`src/rtl/alu_exec_pipe_pkg.sv`:
```
// Shared definitions for the ALU execute stage: operation codes and default datapath width.
// The optional overflow flag is enabled by defining ALU_EXEC_OVF_EN.
package alu_exec_pipe_pkg;

    localparam int DEF_WIDTH = 32;

    typedef enum logic [3:0] {
        ALU_ADD  = 4'b0000,
        ALU_SUB  = 4'b0001,
        ALU_AND  = 4'b0010,
        ALU_OR   = 4'b0011,
        ALU_NOTA = 4'b0100,
        ALU_NAND = 4'b0101,
        ALU_NOR  = 4'b0110,
        ALU_ASR  = 4'b1000,
        ALU_LSR  = 4'b1001,
        ALU_LSL  = 4'b1010,
        ALU_ROL  = 4'b1100,
        ALU_ROR  = 4'b1101
    } alu_op_e;

endpackage

```
`src/rtl/alu_exec_pipe_core.sv`:
```
// Combinational ALU: result, zero flag and (when ALU_EXEC_OVF_EN is defined) signed overflow.
// Unlisted op codes produce a zero result with no overflow.
module alu_core
    import alu_exec_pipe_pkg::*;
#(
    parameter int WIDTH = DEF_WIDTH,
    parameter int SHAMT = 1
) (
    input  logic [WIDTH-1:0] a_i,
    input  logic [WIDTH-1:0] b_i,
    input  logic [3:0]       op_i,
    output logic [WIDTH-1:0] res_o,
    output logic             zero_o,
    output logic             ovf_o
);

    always_comb begin
        res_o = '0;
        case (op_i)
            ALU_ADD:  res_o = a_i + b_i;
            ALU_SUB:  res_o = a_i - b_i;
            ALU_AND:  res_o = a_i & b_i;
            ALU_OR:   res_o = a_i | b_i;
            ALU_NOTA: res_o = ~a_i;
            ALU_NAND: res_o = ~(a_i & b_i);
            ALU_NOR:  res_o = ~(a_i | b_i);
            ALU_ASR:  res_o = $unsigned($signed(a_i) >>> SHAMT);
            ALU_LSR:  res_o = a_i >> SHAMT;
            ALU_LSL:  res_o = a_i << SHAMT;
            ALU_ROL:  res_o = (a_i << SHAMT) | (a_i >> (WIDTH - SHAMT));
            ALU_ROR:  res_o = (a_i >> SHAMT) | (a_i << (WIDTH - SHAMT));
            default:  res_o = '0;
        endcase
    end

    assign zero_o = (res_o == '0);

`ifdef ALU_EXEC_OVF_EN
    // Overflow is judged purely on sign bits of the operands and the wrapped result.
    always_comb begin
        ovf_o = 1'b0;
        case (op_i)
            ALU_ADD: ovf_o = (a_i[WIDTH-1] == b_i[WIDTH-1]) && (res_o[WIDTH-1] != a_i[WIDTH-1]);
            ALU_SUB: ovf_o = (a_i[WIDTH-1] != b_i[WIDTH-1]) && (res_o[WIDTH-1] != a_i[WIDTH-1]);
            default: ovf_o = 1'b0;
        endcase
    end
`else
    assign ovf_o = 1'b0;
`endif

endmodule

```
`src/rtl/alu_exec_pipe.sv`:
```
// Registered ALU execute stage with valid/ready handshake and a 2-entry (main + skid) buffer.
// Define ALU_EXEC_OVF_EN to enable the signed-overflow flag; otherwise Ovf is tied low.
module alu_exec_pipe
    import alu_exec_pipe_pkg::*;
#(
    parameter int WIDTH = DEF_WIDTH,
    parameter int SHAMT = 1
) (
    input  logic             Clk,
    input  logic             Reset,
    input  logic             Flush,
    input  logic             In_valid,
    output logic             In_ready,
    input  logic [WIDTH-1:0] RF_A,
    input  logic [WIDTH-1:0] RF_B,
    input  logic [WIDTH-1:0] Immed,
    input  logic             ALU_Bin_Sel,
    input  logic [3:0]       ALU_func,
    output logic             Out_valid,
    input  logic             Out_ready,
    output logic [WIDTH-1:0] ALU_out,
    output logic             Zero,
    output logic             Ovf
);

    logic [WIDTH-1:0] alu_b;
    logic [WIDTH-1:0] core_res;
    logic             core_zero;
    logic             core_ovf;

    logic             m_valid_q, m_valid_d;
    logic [WIDTH-1:0] m_res_q,   m_res_d;
    logic             m_zero_q,  m_zero_d;
    logic             m_ovf_q,   m_ovf_d;
    logic             s_valid_q, s_valid_d;
    logic [WIDTH-1:0] s_res_q,   s_res_d;
    logic             s_zero_q,  s_zero_d;
    logic             s_ovf_q,   s_ovf_d;

    logic accept;
    logic m_free;

    assign alu_b = ALU_Bin_Sel ? Immed : RF_B;

    alu_core #(
        .WIDTH (WIDTH),
        .SHAMT (SHAMT)
    ) u_core (
        .a_i    (RF_A),
        .b_i    (alu_b),
        .op_i   (ALU_func),
        .res_o  (core_res),
        .zero_o (core_zero),
        .ovf_o  (core_ovf)
    );

    // Ready depends only on registered skid state, so Out_ready never reaches In_ready combinationally.
    assign accept = In_valid && !s_valid_q;
    assign m_free = !m_valid_q || Out_ready;

    always_comb begin
        m_valid_d = m_valid_q;
        m_res_d   = m_res_q;
        m_zero_d  = m_zero_q;
        m_ovf_d   = m_ovf_q;
        s_valid_d = s_valid_q;
        s_res_d   = s_res_q;
        s_zero_d  = s_zero_q;
        s_ovf_d   = s_ovf_q;
        if (Flush) begin
            m_valid_d = 1'b0;
            s_valid_d = 1'b0;
        end else if (m_free) begin
            // Skid contents take priority; accept is impossible while the skid is occupied.
            if (s_valid_q) begin
                m_valid_d = 1'b1;
                m_res_d   = s_res_q;
                m_zero_d  = s_zero_q;
                m_ovf_d   = s_ovf_q;
                s_valid_d = 1'b0;
            end else if (accept) begin
                m_valid_d = 1'b1;
                m_res_d   = core_res;
                m_zero_d  = core_zero;
                m_ovf_d   = core_ovf;
            end else begin
                m_valid_d = 1'b0;
            end
        end else if (accept) begin
            s_valid_d = 1'b1;
            s_res_d   = core_res;
            s_zero_d  = core_zero;
            s_ovf_d   = core_ovf;
        end
    end

    always_ff @(posedge Clk or posedge Reset) begin
        if (Reset) begin
            m_valid_q <= 1'b0;
            m_res_q   <= '0;
            m_zero_q  <= 1'b0;
            m_ovf_q   <= 1'b0;
            s_valid_q <= 1'b0;
            s_res_q   <= '0;
            s_zero_q  <= 1'b0;
            s_ovf_q   <= 1'b0;
        end else begin
            m_valid_q <= m_valid_d;
            m_res_q   <= m_res_d;
            m_zero_q  <= m_zero_d;
            m_ovf_q   <= m_ovf_d;
            s_valid_q <= s_valid_d;
            s_res_q   <= s_res_d;
            s_zero_q  <= s_zero_d;
            s_ovf_q   <= s_ovf_d;
        end
    end

    assign In_ready  = !s_valid_q;
    assign Out_valid = m_valid_q;
    assign ALU_out   = m_res_q;
    assign Zero      = m_zero_q;
    assign Ovf       = m_ovf_q;

endmodule
```
`config.mk`:
```
export PLATFORM = sky130hd
export DESIGN_NAME = alu_exec_pipe
export DESIGN_NICKNAME = d
export VERILOG_FILES = /design/src/rtl/alu_exec_pipe_pkg.sv /design/src/rtl/alu_exec_pipe_core.sv /design/src/rtl/alu_exec_pipe.sv
export SDC_FILE = /design/constraint.sdc
export NUM_CORES = 1
export LEC_CHECK = 0
export ABC_AREA = 0
export CORE_MARGIN = 4
export CORE_UTILIZATION = 50
export CTS_BUF_LIST = sky130_fd_sc_hd__clkbuf_4 sky130_fd_sc_hd__clkbuf_8 sky130_fd_sc_hd__clkbuf_16
export DETAILED_ROUTE_END_ITERATION = 6
export GPL_TIMING_DRIVEN = 0
export PLACE_DENSITY_LB_ADDON = 0.1
export SYNTH_ARGS = -nofsm -noshare
export SYNTH_HDL_FRONTEND = slang
export SYNTH_SLANG_ARGS = --single-unit
```
`constraint.sdc`:
```
create_clock -name Clk -period 2.9 [get_ports Clk]
set_input_delay 0.435 -clock Clk [delete_from_list [all_inputs] [get_ports Clk]]
set_output_delay 0.435 -clock Clk [all_outputs]
set_load 0.02 [all_outputs]
```
* Word-level counts from Yosys, hierarchy flattened
Cells that the tools add are included.
Storage, ports and cells: bits in registers 69, input port bits 106, output and inout bits 36, word-level logic and storage cells 55
Cells by class: $add $sub $neg 2, eq/ne operators 11, muxes and demuxes 15, bitwise logic cells 9, reductions and logical operators 11
Operators with widths (count):
- $pmux W32 S12 | 1
- $mux W32 | 3
- $not A32 Y32 | 3
- $add A32 B32 Y32 | 1
- $and A32 B32 Y32 | 1
- $logic_not A32 Y1 | 1
- $or A31 B32 Y32 | 1
- $or A32 B1 Y32 | 1
- $or A32 B32 Y32 | 1
- $sub A32 B32 Y32 | 1
- $eq A4 B4 Y1 const B | 5
- $eq A4 B3 Y1 const B | 3
- $mux W1 | 11
- $eq A4 B2 Y1 const B | 2
- $reduce_and A3 Y1 | 2
- $eq A4 B1 Y1 const B | 1
- $logic_not A4 Y1 | 1
- $reduce_bool A2 Y1 | 2
- $reduce_bool A3 Y1 | 1
- $logic_not A1 Y1 | 2
- $not A1 Y1 | 2
- $logic_and A1 B1 Y1 | 1
- $logic_or A1 B1 Y1 | 1

* Depth between registers and ports, before layout
word-level depth 7, mapped depth 26, gate-level depth less buffers 22

* Cells and area by module
A second synthesis with hierarchy kept.
Unflattened totals: cells, all modules 955, area, all modules 8131.5 µm²
Modules (own cells, without submodules):
- alu_core | times used 1, cells each 728, area each 4699.5 µm², sequential area each 0.0 µm²
- alu_exec_pipe | times used 1, cells each 227, area each 3432.0 µm², sequential area each 1751.7 µm²

* Least setup slack after synthesis
No wires, ideal clock.
kind input to register, start point input ALU_Bin_Sel, end point register s_zero_q, setup time 0.066 ns, arrival time 5.784 ns, required time 2.834 ns, path slack -2.950 ns, cell stages on the path 24, buffers on the path 5, path through buf_6 > buf_2 > buf_2 > buf_2 > mux2i_1 > ha_1 > o21ai_1 > or3_1 > nor4_1 > a41oi_1 > xor2_1 > ha_1 > buf_6 > and4_1 > and3_1 > a221o_1 > or4_1 > o221ai_2 > xor2_1 > o211ai_1 > nor3_1 > nand4_1 > nor4_2 > a22o_1
On the way: word-level cells in the longest chain between the ends 5, elaborated cells between the ends (all ways) 9, those cells by class add/sub: 2; mux: 2; bitwise: 4; reduce/logical: 1
RTL lines:
- start: declaration | line alu_exec_pipe.sv:17 | input logic ALU_Bin_Sel,
- $mux W32 * | line alu_exec_pipe.sv:43 | assign alu_b = ALU_Bin_Sel ? Immed : RF_B;
- parallel branches: the longest is 2 deep, another holds $sub A32 B32 Y32
- $pmux W32 S12 * | line alu_exec_pipe_core.sv:19 | case (op_i)
- $logic_not A32 Y1 * | line alu_exec_pipe_core.sv:36 | assign zero_o = (res_o == '0);
- end signal: assignment | line alu_exec_pipe.sv:114 | s_zero_q <= s_zero_d;
- end: declaration | line alu_exec_pipe.sv:37 | logic s_zero_q, s_zero_d;
Mark *: on every way between the ends. A chain may end at the register's enable or synchronous reset.

* Final worst setup path
Ends and elaborated chain as after synthesis.

==> summary.txt <==
CTS
  • Root Driver: clkbuf_16
  • H-tree depth: 3
  • CTS Buf Count: 9
  • Clock buffer depth: 2
  • # hold bufs at CTS: 0
  • Clk_lat worst skew: about 0.32 ns
  • TritonCTS clock tree: yes
  • Clk slew on worst S/H paths: ~0.050 ns
  • Clock Sinks: roughly 70

STA
  • Hold WS: ~0.47 ns
  • Worst-margin pin slew: 1.22 ns
  • Final setup viols: 63
  • Crit share post-route: 191%
  • TNS Setup: -83.33 ns
  • Minimum clock period: approximately 5.5 ns
  • Setup Skew: around 0.0027 ns
  • Fmax: ~180 MHz
  • Final setup margin: -2.63 ns
  • Final Hold Violating Endpoints: 0
  • Unrepaired setup endpoints after global routing: yes
  • Final slew viol count: 0
  • Relative slew slack: between 10% and 20%

Placed design
  • DP HPWL: about 25,000 µm
  • Dpl cell area: ~10,000 µm²
  • Post-Place Setup Slack: -3.97 ns
  • Port buffer count: 140
  • Gpl congestion: a little over 1

Drt
  • Final WL: between 30,000 and 40,000 µm
  • DRT iter0 DRCs: just over 1,000
  • Initial DRT Pass Iterations: 6
  • Via density: between 6 and 7
  • Wire length per cell: 22.4 µm
  • Residual DRC count: 0
  • Number of routed nets with antenna violations: 0
  • Vias: a little over 10,000

Final layout
  • Nets: around 1,500
  • Share of layout cells above drive strength 1: 28.0%
  • Area growth syn-to-layout: 50.6%
  • Post-route cell area: ~13,000 µm²
  • Most frequent cells in the layout: clkdlybuf4s50_1 (129), nand2_1 (111), buf_4 (83)
  • ANT cells: 0
  • Filler Cell Count: ~1,200
  • Most common cell after layout, fill and taps aside: clkdlybuf4s50_1

Worst setup path
  • Worst Setup End Kind: flip-flop
  • CP required: 3.16 ns
  • WP buf/inv: 6
  • CP arrival: ~5.8 ns
  • Startpoint Class: input pin
  • Worst-path cell chain: buf_8, buf_12, buf_4, buf_12, buf_4, nor3_2, a21oi_1, or3_4, nor4_4, a21oi_1, xnor2_1, ha_1, buf_6, and3_4, and3_4, a221o_1, or4_4, o221ai_4, xor2_1, o211ai_1, nor3_1, nand4_1, nor4_4, a22o_1
  • Crit path kind: in -> reg
  • CP top delay family: simple AND/OR/NAND/NOR gates
  • Crit-path max cell delay: roughly 0.45 ns
  • Crit-path max FO: 10
  • CP max stage cell: or4_4

Outcome
  • Outcome: complete, but fails checks
  • Failing checks: setup timing

Synth
  • Cell area after synthesis: ~8400 µm²
  • Prevailing post-synth register cell: dfrtp_1
  • Synth unique cells: 96
  • Cell accounting for the most synthesized area: dfrtp_1
  • Syn_nets: 1,250
  • Syn avg cell area: 7.56 µm²
  • Area share of the largest cell type after synthesis: between 20% and 30%
  • Seq/Total Area, Yosys: 20.3%
  • Yosys Warn Count: 0
  • Number of flops mapped to enable cells by yosys: 0
  • FFs w/ async S/R, synth: 100%
  • Cells after Synth: 1,109
  • Synth top area cells: dfrtp_1 (20%), o21ai_0 (6.6%), a21oi_1 (6.2%)
  • Register bit total from synthesis: 68

Floorplanning
  • Boundary Pins: ~140
  • # rows: 47
  • Die width: 138 µm
  • Die height: roughly 140 µm
  • Core Footprint: 16,500 µm²
  • Initial Util: 50.8%
  • Die area: roughly 19,000 µm²

Global route
  • Vias in the first global route: around 9,500
  • Global-route wire length before repair: just over 50,000 µm
  • Gr usage total: a little over a third
  • Largest net degree at the start of global routing: 46
  • Initial antenna violation count: 0
  • Total congestion overflow: 0

Pwr
  • Sequential share of power: between 20 and 25%
  • Worst VDD drop: 498 µV
  • Leak: between 5 and 6 nW
  • Switching pwr: ~0.0021 W
  • Cell Pwr Density: between 400 and 500 nW/µm²
  • Cell internal pwr: between 0.003 and 0.004 W
  • Clk network pwr share: slightly below 20%
  • Combinational share of power: ~56%
  • Total power: about 0.0053 W
  • Sw Ratio: around two fifths

Min path
  • Hold Path Class: in -> async

Flow run
  • Total of max-cap violations: 0
-- synth_stat cells, drive strengths merged, types with 8 or more instances --
library cell	instances
a221oi	22
a21oi	104
mux2	35
ha	34
inv	25
a22oi	9
a21o	16
o31ai	8
dfrtp	68
clkbuf	45
and3	9
o22ai	14
nor2b	18
mux2i	40
nor2	87
o21ai	113
nand3	29
nor4	10
o211ai	13
a31oi	9
nand4	12
xnor2	30
nand2	119
a211oi	13
nor3	32
nand2b	19
xor2	16
or3	8
buf	29
-- state kept, by name (all words and copies together) (netlist names) --
| signal | count |
|---|---|
| Out_valid | 1 |
| Zero | 1 |
| s_zero_q | 1 |
| s_valid_q | 1 |
| ALU_out | 32 |
| s_res_q | 32 |
-- final cells by class --
type	instances	area [µm²]	share of cell area (%)
multi-input cells	941	7420	58.7
inverters	26	101	0.802
well taps	220	275	2.18
clock inverters	4	22.5	0.178
clock buffers	12	267	2.11
flip-flops and latches	68	1700	13.5
repair buffers	244	2300	18.2
plain buffers	68	549	4.35
-- cell families after synthesis --
family	share of synthesized area, %
AOI/OAI and AO/OA	30.9
and+or+nand+nor	22.7
buffers and inverters	5.55
muxes	9.75
DFF	20.3
xor gates and xnor gates	4.80
adders and majority gates	6.04
other	0.0447
-- power by group through the flow --
stage / sequential [W] / combinational, W / clock (W)
2_1_floorplan: 0.00138 / 0.00136 / 0
3_3_place_gp: 0.00127 / 0.00223 / 0
3_5_place_dp: 0.00128 / 0.00226 / 0
4_1_cts: 0.00127 / 0.00260 / 0.00103
5_1_grt: 0.00129 / 0.00315 / 0.00107
6_report: 0.00127 / 0.00297 / 0.00102
-- per-stage QoR --
| step | cells | utilization (%) |
|---|---|---|
| 6_report | 1583 | 76.5 |
| 5_1_grt | 1583 | 76.5 |
| 4_1_cts | 1554 | 72.1 |
| 3_5_place_dp | 1470 | 63.5 |
| 3_3_place_gp | 1469 | 63.4 |
| 2_1_floorplan | 1109 | - |
-- path summary, 6_finish.rpt --
path	end	depth (start not counted)	slack, ns	start
min in group Clk	ALU_out[5]	2	0.48	ALU_out[5]
setup reg to reg	s_res_q[29]	7	0.63	s_valid_q
hold reg to reg	ALU_out[5]	2	0.48	ALU_out[5]
max in group asynchronous	ALU_out[7]	3	1.81	Reset
hold / removal	s_zero_q	2	0.47	Reset
setup / recovery	s_zero_q	24	-2.63	ALU_Bin_Sel
-- metal layers --
metal / GRT usage [%] / up-vias / part of all wire (%)
li1: - / 4680 / -
met1: 44.3 / 4892 / 38
met4: 13.9 / 0 / 4.4
met5: 0 / - / 0
met3: 7.01 / 135 / 11
met2: 57.8 / 691 / 46
-- repair_timing --
action,CTS,global route
setup endpoints to repair,67,64
buffers inserted,71,36
pin swaps,56,70
cloned,0,1
gates resized for setup,179,110
-- worst reg2reg max path, cell delays in order, from the launching register on --
cell and delay [ns]:
dfrtp_1 0.31, clkbuf_1 0.38, nor3_1 0.13, nand2_1 0.14, clkbuf_1 0.48, clkbuf_1 0.49
nand2_1 0.14, o21ai_1 0.12
Power figures use the tool's default switching activity.
